===== src/rtl/axi_ram_wr_arb.sv =====
// axi_ram_wr_arb: two-requester, burst-locked arbiter for the RAM write-command port.
// A requester that wins keeps the port until its last=1 beat is accepted. At least
// one idle cycle separates consecutive bursts.
// Tie-break is fixed priority (requester 0). Define AXI_RAM_WR_ARB_RR_EN to make it
// round-robin, where the winner is the requester that was not granted last time.
//
// Ports:
//   clk, rst            clock and synchronous active-high reset
//   s0_wr_cmd_*         requester 0 beat stream (payload, en, last in; ready out)
//   s1_wr_cmd_*         requester 1 beat stream (same as s0)
//   m_wr_cmd_*          merged beat stream to the RAM core (payload, en, last out; ready in)
//   grant_valid         a burst is currently granted
//   grant_sel           index of the granted (or most recently granted) requester
module axi_ram_wr_arb #(
    parameter int DATA_WIDTH  = 32,
    parameter int ADDR_WIDTH  = 16,
    parameter int STRB_WIDTH  = DATA_WIDTH / 8,
    parameter int ID_WIDTH    = 8,
    parameter int AUSER_WIDTH = 1,
    parameter int WUSER_WIDTH = 1
) (
    input  logic                   clk,
    input  logic                   rst,

    input  logic [ID_WIDTH-1:0]    s0_wr_cmd_id,
    input  logic [ADDR_WIDTH-1:0]  s0_wr_cmd_addr,
    input  logic [AUSER_WIDTH-1:0] s0_wr_cmd_auser,
    input  logic [DATA_WIDTH-1:0]  s0_wr_cmd_data,
    input  logic [STRB_WIDTH-1:0]  s0_wr_cmd_strb,
    input  logic [WUSER_WIDTH-1:0] s0_wr_cmd_user,
    input  logic                   s0_wr_cmd_en,
    input  logic                   s0_wr_cmd_last,
    output logic                   s0_wr_cmd_ready,

    input  logic [ID_WIDTH-1:0]    s1_wr_cmd_id,
    input  logic [ADDR_WIDTH-1:0]  s1_wr_cmd_addr,
    input  logic [AUSER_WIDTH-1:0] s1_wr_cmd_auser,
    input  logic [DATA_WIDTH-1:0]  s1_wr_cmd_data,
    input  logic [STRB_WIDTH-1:0]  s1_wr_cmd_strb,
    input  logic [WUSER_WIDTH-1:0] s1_wr_cmd_user,
    input  logic                   s1_wr_cmd_en,
    input  logic                   s1_wr_cmd_last,
    output logic                   s1_wr_cmd_ready,

    output logic [ID_WIDTH-1:0]    m_wr_cmd_id,
    output logic [ADDR_WIDTH-1:0]  m_wr_cmd_addr,
    output logic [AUSER_WIDTH-1:0] m_wr_cmd_auser,
    output logic [DATA_WIDTH-1:0]  m_wr_cmd_data,
    output logic [STRB_WIDTH-1:0]  m_wr_cmd_strb,
    output logic [WUSER_WIDTH-1:0] m_wr_cmd_user,
    output logic                   m_wr_cmd_en,
    output logic                   m_wr_cmd_last,
    input  logic                   m_wr_cmd_ready,

    output logic                   grant_valid,
    output logic                   grant_sel
);

    typedef enum logic [0:0] {
        IDLE  = 1'b0,
        BURST = 1'b1
    } state_t;

    state_t state_reg, state_next;
    logic   busy_reg;
    logic   grant_reg, grant_next;
    logic   last_grant_reg, last_grant_next;
    logic   tie_winner;
    logic   sel_en;

    // State register.
    always_ff @(posedge clk) begin
        if (rst) begin
            state_reg      <= IDLE;
            grant_reg      <= 1'b0;
            last_grant_reg <= 1'b0;
        end else begin
            state_reg      <= state_next;
            grant_reg      <= grant_next;
            last_grant_reg <= last_grant_next;
        end
    end

    assign busy_reg = (state_reg == BURST);

    // Winner when both requesters are asking in the same idle cycle.
`ifdef AXI_RAM_WR_ARB_RR_EN
    assign tie_winner = ~last_grant_reg;
`else
    assign tie_winner = 1'b0;
`endif

    // Next-state logic; the grant is held through IDLE so the mux keeps pointing at the last winner.
    always_comb begin
        state_next      = state_reg;
        grant_next      = grant_reg;
        last_grant_next = last_grant_reg;
        unique case (state_reg)
            IDLE: begin
                if (s0_wr_cmd_en && s1_wr_cmd_en) begin
                    grant_next = tie_winner;
                    state_next = BURST;
                end else if (s0_wr_cmd_en) begin
                    grant_next = 1'b0;
                    state_next = BURST;
                end else if (s1_wr_cmd_en) begin
                    grant_next = 1'b1;
                    state_next = BURST;
                end
            end
            BURST: begin
                if (m_wr_cmd_en && m_wr_cmd_ready && m_wr_cmd_last) begin
                    state_next      = IDLE;
                    last_grant_next = grant_reg;
                end
            end
            default: state_next = IDLE;
        endcase
    end

    // Payload follows the granted requester at all times, with no register stage.
    assign m_wr_cmd_id    = grant_reg ? s1_wr_cmd_id    : s0_wr_cmd_id;
    assign m_wr_cmd_addr  = grant_reg ? s1_wr_cmd_addr  : s0_wr_cmd_addr;
    assign m_wr_cmd_auser = grant_reg ? s1_wr_cmd_auser : s0_wr_cmd_auser;
    assign m_wr_cmd_data  = grant_reg ? s1_wr_cmd_data  : s0_wr_cmd_data;
    assign m_wr_cmd_strb  = grant_reg ? s1_wr_cmd_strb  : s0_wr_cmd_strb;
    assign m_wr_cmd_user  = grant_reg ? s1_wr_cmd_user  : s0_wr_cmd_user;
    assign m_wr_cmd_last  = grant_reg ? s1_wr_cmd_last  : s0_wr_cmd_last;

    assign sel_en      = grant_reg ? s1_wr_cmd_en : s0_wr_cmd_en;
    assign m_wr_cmd_en = busy_reg && sel_en;

    // Ready reaches only the granted requester, and only while a burst is held.
    assign s0_wr_cmd_ready = busy_reg && !grant_reg && m_wr_cmd_ready;
    assign s1_wr_cmd_ready = busy_reg &&  grant_reg && m_wr_cmd_ready;

    assign grant_valid = busy_reg;
    assign grant_sel   = grant_reg;

endmodule


===== config.mk =====
export PLATFORM = sky130hd
export DESIGN_NAME = axi_ram_wr_arb
export DESIGN_NICKNAME = d
export VERILOG_FILES = /design/src/rtl/axi_ram_wr_arb.sv
export SDC_FILE = /design/constraint.sdc
export NUM_CORES = 1
export LEC_CHECK = 0
export BUFFER_PORTS_ARGS = -buffer_cell sky130_fd_sc_hd__buf_4
export CAP_MARGIN = 20
export CORE_AREA = 2 2 76 78
export CTS_CLUSTER_DIAMETER = 40
export CTS_CLUSTER_SIZE = 40
export DETAILED_ROUTE_END_ITERATION = 7
export DIE_AREA = 0 0 78 80
export GPL_ROUTABILITY_DRIVEN = 0
export SYNTH_ARGS = -nofsm -noshare
export SYNTH_HDL_FRONTEND = slang
export SYNTH_SLANG_ARGS = --single-unit

===== constraint.sdc =====
create_clock -name clk -period 3 [get_ports clk]
set_input_delay 0.15 -clock clk [delete_from_list [all_inputs] [get_ports clk]]
set_output_delay 0.15 -clock clk [all_outputs]
set_load 0.1 [all_outputs]

* After elaboration in Yosys (flattened, before gate mapping)
Cells that the tools add are included.
** Word-level totals
- Flip-flop bits (word level) :: 2
- Bits of input ports :: 131
- Output and inout port bits :: 68
- Word-level logic and storage cells :: 30
** Cells by class
- Muxes and demuxes :: 16
- Bitwise operators :: 1
- Reduce and logical (&&, ||, !) cells :: 11
** Operators by type and width (count)
- 32-bit 2-to-1 mux :: 1
- 16-bit 2-to-1 mux :: 1
- 1-bit 2-to-1 mux :: 11
- 1-bit logical AND :: 8
- 8-bit 2-to-1 mux :: 1
- 4-bit 2-to-1 mux :: 1
- 3-bit nonzero test :: 1
- 1-bit case mux with 2 select lines :: 1
- 2-bit AND reduction :: 1
- 1-bit logical NOT :: 1
- 1-bit NOT :: 1

* Depth between registers and ports, before layout
Gate-level depths: netlist of the first run.
- Depth after elaboration :: 6
- Gate-level depth with buffers :: 4

* Least setup slack after synthesis of the first run
No wires, ideal clock.
- Path type :: register to register
- Start :: register grant_reg, in the netlist grant_sel
- End :: register state_reg, in the netlist grant_valid
- Setup time :: 0.194 ns
- Data arrival time :: 2.707 ns
- Slack :: 0.099 ns
- Cell stages (with the launch flop) :: 4
- Cells stage by stage :: dfxtp_1 > mux2i_1 > nor2_1 > a311oi_1
** On the way
- Longest elaborated chain between the ends :: 6
** RTL lines
- from (decl) :: RTL line 66 : logic grant_reg, grant_next;
- from (signal assigned) :: RTL line 79 : grant_reg <= grant_next;
- 1-bit 2-to-1 mux :: RTL line 130 : assign sel_en = grant_reg ? s1_wr_cmd_en : s0_wr_cmd_en;
- 1-bit logical AND :: RTL line 131 : assign m_wr_cmd_en = busy_reg && sel_en;
- via m_wr_cmd_en :: RTL line 51 : output logic m_wr_cmd_en,
- 1-bit logical AND (2 in a row) :: RTL line 112 : if (m_wr_cmd_en && m_wr_cmd_ready && m_wr_cmd_last) begin
- 1-bit 2-to-1 mux :: RTL line 112
- 1-bit case mux with 2 select lines :: RTL line 98 : unique case (state_reg)
- to (signal assigned) :: RTL line 78 : state_reg <= state_next;
- to (decl) :: RTL line 64 : state_t state_reg, state_next;
The timed path passes the listed nets, and every way through them passes these cells.
A chain may end at the register's enable or synchronous reset.

* Worst setup path after layout of the first run
- Start :: register grant_reg, in the netlist grant_sel
- End :: output m_wr_cmd_addr[5]
** On the way
- Longest elaborated chain between the ends :: 1
** RTL lines
- 16-bit 2-to-1 mux :: RTL line 123 : assign m_wr_cmd_addr = grant_reg ? s1_wr_cmd_addr : s0_wr_cmd_addr;
- to (decl) :: RTL line 46 : output logic [ADDR_WIDTH-1:0] m_wr_cmd_addr,
Every way passes these cells.

==> results.cfg, run 1 <==
[run_status]
status = complete, no violations

[clock_network]
cts_sinks = 2
htree_levels = 1
clockBufferDepth = 2
post_cts_resized = 0
clk_latency_ns = 0.21
postCtsSetupBuffers = 0
cts_hold_buf = 0
clk_pin_slew_worst_paths_ns = 0.03
numCtsBuffers = 3
cts_tree = done
clockRootBuffer = clkbuf_8

[sta]
setup_viol_count_final = 0
fin_crit_ns = 2.01
slew_headroom_pct = 59.6
fin_tns_setup_ns = 0
worst_pin_slew_ns = 0.607
rsz0062_at_grt = false
maxClockFrequency_mhz = 498
layout_worst_path_cycle_share_pct = 66.9
final_max_slew_viol_count = 0
setup_slack_ns = 0.994
finalClockSkew_ns = 0.000839
hold_violations = 0

[route]
dr.pass1.iters = 4
wl_per_cell_um = 12.8
postRouteWirelength_um = 4500
first_iter_violations = 18
drcViolationCount = 0
routed_via_density = 4.15
ant_nets = 0
vias = 1452

[die]
die-width_um = 78
die_y_um = 80
std_cell_rows = 27
dieArea_um2 = 6240
ios = 199
start_util_pct = 16.3
coreArea_um2 = 5410

[setup_path]
path_max_fanout = 27
reg2reg_slack_ns = 1.38
crit_slowest_cell = dfxtp_2
crit_type = reg -> out
r2r-start = grant_sel
cpMostUsedCell = buf_4
cpPeakStageDelay_ns = 0.70
crit_arrival_ns = 1.86
r2r-end = grant_valid
crit_required_ns = 2.85
setup.worst_path.start_class = flip-flop
reg2reg_depth = 4
cp-end-kind = primary output
worstPathCellList = buf_4 > mux2_2 > buf_4

[logic_synthesis]
synth_cells = 82
synth-xor-area-share_pct = 0
yosysWarnings = 0
synth_seq_area_share_pct = 4.55
yosys.cell_types.count = 13
ys_top_cells_by_area = mux2_2 81%, buf_6 7.7%, dfxtp_1 4.6%
synth-simple-area-share_pct = 2.56
yosysTopAreaCell = mux2_2
netlist.area_leader.share_pct = 80.7
ys_ff_latch = 2
synth_top_family_by_area = multiplexers
syn_area_um2 = 880
synth.area.mux_share_pct = 81.8
syn_area_per_cell_um2 = 10.7
synth_nets = 213
synth_fa_ha_area_share_pct = 0
synth-compound-area-share_pct = 2.42

[cells_and_area]
areaGrowthSynthToFinish_pct = 179
drive_gt1_share_pct = 96.0
layout.nets = 411
fin_area_um2 = 2450
n_antenna_cell = 0
finalNonFillerCells = 350

[placement]
place_area_um2 = 2410
dp_hpwl_um = 3830
dp.cells = 347
dp_slack_ns = 1.18
portBuffers = 198

[pwr]
p_clk_share_pct = 9.8
pwr-share-seq_pct = 3.6
pwr-share-comb_pct = 86.6
netSwitchingFraction_pct = 63.6
leakagePower_uw = 0.00126
p_switching_uw = 676
ir_worst_vdd_mv = 0.269
power_density_nw_per_um2 = 433
internal-power_uw = 387

[grt]
grt_use_total_pct = 12.5
first_global_vias = 1411
antenna_found_initial = 0
grt_pass1_wl_um = 6420
grt_overflow = 0
grt_start_max_net_pins = 29

[worst_hold_path]
hold_depth = 2
holdPathEnd = grant_sel
hold_path.class = in -> reg
hp-start = rst

[job]
max_cap_violations = 0
stage by stage:
stage	total power, uW	util, %	hold WS (ns)
after floorplan	721	-	0.222
after CTS	1070	45.4	0.102
after global routing	1100	45.4	0.107
after global placement	960	44.6	0.323
after detailed placement	963	44.6	0.320
final	1060	45.4	0.106
Yosys cell counts, drive strengths merged:
cell    count
a211oi      1
nor2        2
mux2i       1
dfxtp       2
inv         1
nand2       1
mux2       63
and3        1
a311oi      1
nor3        1
a21oi       1
buf         7
layer usage:
metal	part of all wire, %	global-route usage (%)
met2	52	23.9
met5	0	0
met1	34	13.3
met3	13	3.96
met4	0.60	2.98
how the worst max path moves through the flow:
stage	startpoint	end	depth (start not counted)
2_1_floorplan	grant_sel	grant_valid	3
3_3_place_gp	grant_sel	m_wr_cmd_addr[2]	3
3_5_place_dp	grant_sel	m_wr_cmd_addr[0]	3
4_1_cts	grant_sel	m_wr_cmd_addr[0]	3
5_1_grt	grant_sel	m_wr_cmd_strb[3]	3
6_report	grant_sel	m_wr_cmd_addr[5]	3
critical path: cells and delay by family (launching register included):
family	cells	cell delay, ns
flip-flops	1	0.70
multiplexers	1	0.36
buffers and inverters	2	0.57
sequential cells by signal, summed over array words and instances (netlist names):
register	cells
grant_sel	1
grant_valid	1
cells by family (layout without fill, tap and decap cells):
family	Yosys count	in the layout
multiplexers	64	64
buffers and inverters	8	204
AND/OR/NAND/NOR	5	5
AO/OA/AOI/OAI	3	3
flip-flops	2	2
power by group through the flow:
stage | clock network [uW] | registers (uW) | logic (uW)
after CTS | 107 | 39.1 | 925
after global placement | 0 | 39.4 | 920
after floorplan | 0 | 45.8 | 676
after detailed placement | 0 | 39.5 | 923
after global routing | 112 | 40.3 | 947
final | 104 | 38.7 | 921
layout by cell type (no fill, tap or decap):
cell,Yosys,layout
a211oi_1,1,1
a21oi_1,1,1
a311oi_1,1,1
and3_1,1,1
buf_12,0,1
buf_4,0,199
clkbuf_8,0,3
dfxtp_1,2,1
dfxtp_2,0,1
inv_1,1,1
mux2_2,63,63
mux2i_1,1,1
nand2_1,1,1
nor2_1,2,2
nor3_1,1,1
cell type report:
class                           count  area (um^2)
Tap cell                           72         90.1
Clock buffer                        3         41.3
Multi-Input combinational cell     72          763
Sequential cell                     2         41.3
Fill cell                         526         2950
Timing Repair Buffer              200         1510
Inverter                            1         3.75
No activity file was read; power rests on OpenSTA's default activity.
==> run 2: changes to the inputs <==
--- a/config.mk
+++ b/config.mk
@@ -7,11 +7,11 @@
 export LEC_CHECK = 0
 export BUFFER_PORTS_ARGS = -buffer_cell sky130_fd_sc_hd__buf_4
 export CAP_MARGIN = 20
-export CORE_AREA = 2 2 76 78
+export CORE_AREA = 2 2 77 79
 export CTS_CLUSTER_DIAMETER = 40
 export CTS_CLUSTER_SIZE = 40
 export DETAILED_ROUTE_END_ITERATION = 7
-export DIE_AREA = 0 0 78 80
+export DIE_AREA = 0 0 79 81
 export GPL_ROUTABILITY_DRIVEN = 0
 export SYNTH_ARGS = -nofsm -noshare
 export SYNTH_HDL_FRONTEND = slang
==> constraint.sdc (replaced) <==
create_clock -name clk -period 2 [get_ports clk]
set_input_delay 0.1 -clock clk [delete_from_list [all_inputs] [get_ports clk]]
set_output_delay 0.1 -clock clk [all_outputs]
set_load 0.1 [all_outputs]
==> results.cfg, run 2 (same netlist as run 1, synthesis figures left out) <==
[sta]
setup_viol_count_final = 0
fin_tns_setup_ns = 0
layout_worst_path_cycle_share_pct = 85.2
finalClockSkew_ns = 0.00145
maxClockFrequency_mhz = 587
worst_pin_slew_ns = 0.371
slew_headroom_pct = 75.3
setup_slack_ns = 0.295
hold_violations = 0
fin_crit_ns = 1.70
rsz0062_at_grt = false
final_max_slew_viol_count = 0

[die]
coreArea_um2 = 5680
std_cell_rows = 28
die_y_um = 81
ios = 199
start_util_pct = 15.5
die-width_um = 79
dieArea_um2 = 6400

[cells_and_area]
finalNonFillerCells = 353
areaGrowthSynthToFinish_pct = 183
nFillCells = 563
postLayoutCoreUtil_pct = 43.8
drive_gt1_share_pct = 96.8
layout.nets = 411
final_cell_mix = 198 x buf_4, 63 x mux2_2, 3 x clkbuf_8
final_common_cell = buf_4
n_antenna_cell = 0

[route]
ant_nets = 0
first_iter_violations = 17
wl_per_cell_um = 12.8
dr.pass1.iters = 4
routed_via_density = 4.06
postRouteWirelength_um = 4520
drcViolationCount = 0
vias = 1434

[grt]
grt_pass1_wl_um = 6270
grt_overflow = 0
first_global_vias = 1317
grt_start_max_net_pins = 31
antenna_found_initial = 0
grt_use_total_pct = 12.1

[pwr]
design_power_total_uw = 1600
leakagePower_uw = 0.00126
ir_worst_vdd_mv = 0.388
power_density_nw_per_um2 = 645

[setup_path]
crit_path_end = m_wr_cmd_addr[9]
r2r-start = grant_sel
crit_slowest_cell = dfxtp_2
startpoint = grant_sel
setup.worst_path.start_class = flip-flop
crit_arrival_ns = 1.60
crit_type = reg -> out
worstPathCellList = buf_12 > mux2_2 > buf_4
critPathTopFamily = flip-flops
path_max_fanout = 30
cp-end-kind = primary output
r2r-end = grant_valid
critPathBufInv = 2
reg2reg_slack_ns = 0.50
cp.depth = 3
cpPeakStageDelay_ns = 0.54
crit_required_ns = 1.90
reg2reg_depth = 4

[clock_network]
clk_latency_ns = 0.21
htree_levels = 1
numCtsBuffers = 3
clockRootBuffer = clkbuf_8
postCtsSetupBuffers = 0
cts_sinks = 2
clk_pin_slew_worst_paths_ns = 0.03
cts_tree = done
cts_hold_buf = 0
clockBufferDepth = 2
post_cts_resized = 0

[job]
max_cap_violations = 0

[placement]
portBuffers = 198
dp.cells = 350
dp_hpwl_um = 3930
dp_slack_ns = 0.510

[run_status]
status = complete, no violations

[worst_hold_path]
hold_path.class = in -> reg
run 2: worst min path at each step:
stage | depth (start not counted) | end | slack (ns) | start
2_1_floorplan | 1 | grant_sel | 0.17 | rst
3_3_place_gp | 2 | grant_sel | 0.28 | rst
3_5_place_dp | 2 | grant_valid | 0.28 | rst
4_1_cts | 2 | grant_sel | 0.06 | rst
5_1_grt | 2 | grant_sel | 0.07 | rst
6_report | 2 | grant_sel | 0.06 | rst
run 2: layout make-up:
type | instances | area (um^2) | share of cell area (%)
inverter | 1 | 3.75 | 0.151
multi-input combinational | 72 | 778 | 31.3
timing repair buffer | 200 | 1530 | 61.4
tap | 75 | 93.8 | 3.78
clock buffer | 3 | 41.3 | 1.66
sequential | 2 | 41.3 | 1.66
run 2: worst reg2reg max path: cells and delay by family, from the launching register on:
family | cells | cell delay (ns)
and+or+nand+nor | 1 | 0.05
AOI/OAI and AO/OA | 1 | 0.27
buffers and inverters | 1 | 0.23
DFF | 1 | 0.54
muxes | 1 | 0.31
run 2: through the flow:
step	cell area (um^2)	hold WS (ns)
after floorplan	896	0.171
after global placement	2440	0.276
after detailed placement	2440	0.277
after CTS	2480	0.0591
after global routing	2480	0.0721
final	2480	0.0645
run 2: layer usage:
layer | vias to the layer above | GRT usage, % | part of all wire (%)
met1 | 623 | 12.6 | 34
met3 | 6 | 3.33 | 12
met4 | 0 | 3.45 | 1.4
li1 | 704 | - | -
met5 | - | 0 | 0
met2 | 101 | 23.5 | 53
run 2: where the power goes:
part	internal [uW]	switching (uW)	leakage, uW
logic	414	979	0.00123
registers	43.6	9.62	0.0000170
clock network	127	28.9	0.0000216
==> run 3: changes to the inputs <==
--- a/config.mk
+++ b/config.mk
@@ -5,13 +5,14 @@
 export SDC_FILE = /design/constraint.sdc
 export NUM_CORES = 1
 export LEC_CHECK = 0
+export ABC_AREA = 1
 export BUFFER_PORTS_ARGS = -buffer_cell sky130_fd_sc_hd__buf_4
 export CAP_MARGIN = 20
-export CORE_AREA = 2 2 77 79
+export CORE_AREA = 2 2 76 78
 export CTS_CLUSTER_DIAMETER = 40
 export CTS_CLUSTER_SIZE = 40
 export DETAILED_ROUTE_END_ITERATION = 7
-export DIE_AREA = 0 0 79 81
+export DIE_AREA = 0 0 78 80
 export GPL_ROUTABILITY_DRIVEN = 0
 export SYNTH_ARGS = -nofsm -noshare
 export SYNTH_HDL_FRONTEND = slang
==> results.cfg, run 3 <==
[setup_path]
crit_type = reg -> out
crit_slowest_cell = dfxtp_2
crit_required_ns = 1.90
cpMostUsedCell = nand2_1
path_max_fanout = 35
cp-end-kind = primary output
cpPeakStageDelay_ns = 0.31
worstPathCellList = inv_2 > buf_12 > nand2_1 > nand2_1 > buf_4
crit_arrival_ns = 1.53
setup.worst_path.start_class = flip-flop
reg2reg_slack_ns = 0.65

[grt]
grt_overflow = 0
grt_start_max_net_pins = 40
first_global_vias = 1747
grt_use_total_pct = 15.2
grt_pass1_wl_um = 7810
antenna_found_initial = 0

[die]
ios = 199
die-width_um = 78
coreArea_um2 = 5410
dieArea_um2 = 6240
start_util_pct = 18.3
die_y_um = 80
std_cell_rows = 27

[clock_network]
htree_levels = 1
clk_latency_ns = 0.21
clk_pin_slew_worst_paths_ns = 0.03
cts_tree = done
post_cts_resized = 0
numCtsBuffers = 3
clockBufferDepth = 2
cts_hold_buf = 0
postCtsSetupBuffers = 0
cts_sinks = 2
clockRootBuffer = clkbuf_8

[sta]
layout_worst_path_cycle_share_pct = 81.3
rsz0062_at_grt = false
hold_violations = 0
final_max_slew_viol_count = 0
worst_pin_slew_ns = 0.401
finalClockSkew_ns = 0.000469
fin_tns_setup_ns = 0
maxClockFrequency_mhz = 615
slew_headroom_pct = 73.3
fin_crit_ns = 1.63
setup_viol_count_final = 0
hold_ws_ns = 0.0574

[route]
postRouteWirelength_um = 5270
first_iter_violations = 39
ant_nets = 0
drcViolationCount = 0
vias = 1923
wl_per_cell_um = 10.8
routed_via_density = 3.95
dr.pass1.iters = 4

[cells_and_area]
fin_area_um2 = 2550
n_antenna_cell = 0
final_common_cell = buf_4
drive_gt1_share_pct = 51.8
final_cell_mix = 201 x buf_4, 188 x nand2_1, 6 x inv_1
areaGrowthSynthToFinish_pct = 158
finalNonFillerCells = 487
layout.nets = 548

[pwr]
internal-power_uw = 597
ir_worst_vdd_mv = 0.409
p_switching_uw = 1390
netSwitchingFraction_pct = 69.9
pwr-share-seq_pct = 2.4
p_clk_share_pct = 8.0
power_density_nw_per_um2 = 779
leakagePower_uw = 0.00163
pwr-share-comb_pct = 89.6
design_power_total_uw = 1980

[logic_synthesis]
synthArstFlopShare_pct = 0
synth_common_cells = 188 x nand2_1, 8 x buf_6, 6 x buf_4, 6 x inv_1, 4 x nor2_1
ys_top_cells_by_area = nand2_1 71%, buf_6 9.1%, buf_4 4.6%
ys_ff_latch = 2
yosysWarnings = 0
syn_area_um2 = 988
synthFlopType = dfxtp_1
yosys.cell_count.top_type = nand2_1
yosysTopAreaCell = nand2_1
synth_seq_area_share_pct = 4.05
syn_area_per_cell_um2 = 4.41
synth_cells = 224
yosys.cell_types.count = 15
synth_nets = 355
synth_edf_count = 0
netlist.area_leader.share_pct = 71.4

[placement]
place_area_um2 = 2500
dp_hpwl_um = 4330
portBuffers = 198
dp.cells = 484

[worst_hold_path]
hold_path.class = in -> reg

[run_status]
status = complete, no violations

[job]
max_cap_violations = 0
-- run 3: cell types whose count changed after synthesis, moves of 2 or more --
| cell | previous run | this run |
|---|---|---|
| nand2_1 | 1 | 188 |
| mux2_2 | 63 | 0 |
| buf_4 | 0 | 6 |
| inv_1 | 1 | 6 |
| buf_6 | 6 | 8 |
| nor2_1 | 2 | 4 |
-- run 3: cell families after synthesis --
group	synth area share [%]
simple gates	76.2
buf+inv	16.3
compound gates	3.42
flops	4.05
-- run 3: final timing paths --
| path | from | to | cells past startpoint |
|---|---|---|---|
| worst max register to register | grant_sel | grant_valid | 5 |
| worst min-delay path | rst | grant_valid | 2 |
| worst max-delay path | grant_sel | m_wr_cmd_addr[0] | 5 |
| worst min register to register | grant_valid | grant_sel | 2 |
-- run 3: per-stage QoR --
step | setup WS [ns] | util (%)
global route | 0.258 | 47.1
CTS | 0.340 | 47.1
floorplan | 0.115 | -
global placement | 0.558 | 46.3
detailed placement | 0.566 | 46.3
finish | 0.374 | 47.1
-- run 3: layout make-up --
class	instances	area [um^2]
inverters	7	26.3
repair buffers	202	1530
fillers	572	2860
well taps	72	90.1
multi-input cells	201	817
flip-flops and latches	2	42.5
clock buffers	3	41.3
-- run 3: critical path: cells and delay by family (launching register included) --
family / cells / cell delay [ns]
buffers and inverters: 3 / 0.82
DFF: 1 / 0.31
and+or+nand+nor: 2 / 0.16
-- run 3: power by group through the flow --
stage          logic [uW]  clock network (uW)  registers, uW
2_1_floorplan        1320                   0           77.8
3_3_place_gp         1780                   0           48.3
3_5_place_dp         1780                   0           48.9
4_1_cts              1790                 163           48.4
5_1_grt              1850                 168           48.8
6_report             1780                 158           48.3
-- run 3: layer usage --
layer / up-vias / GRT usage [%] / part of all wire, %
met4: 0 / 5.61 / 2.4
met5: - / 0 / 0
met3: 14 / 3.51 / 10
li1: 1041 / - / -
met2: 105 / 28.8 / 51
met1: 763 / 16.2 / 36
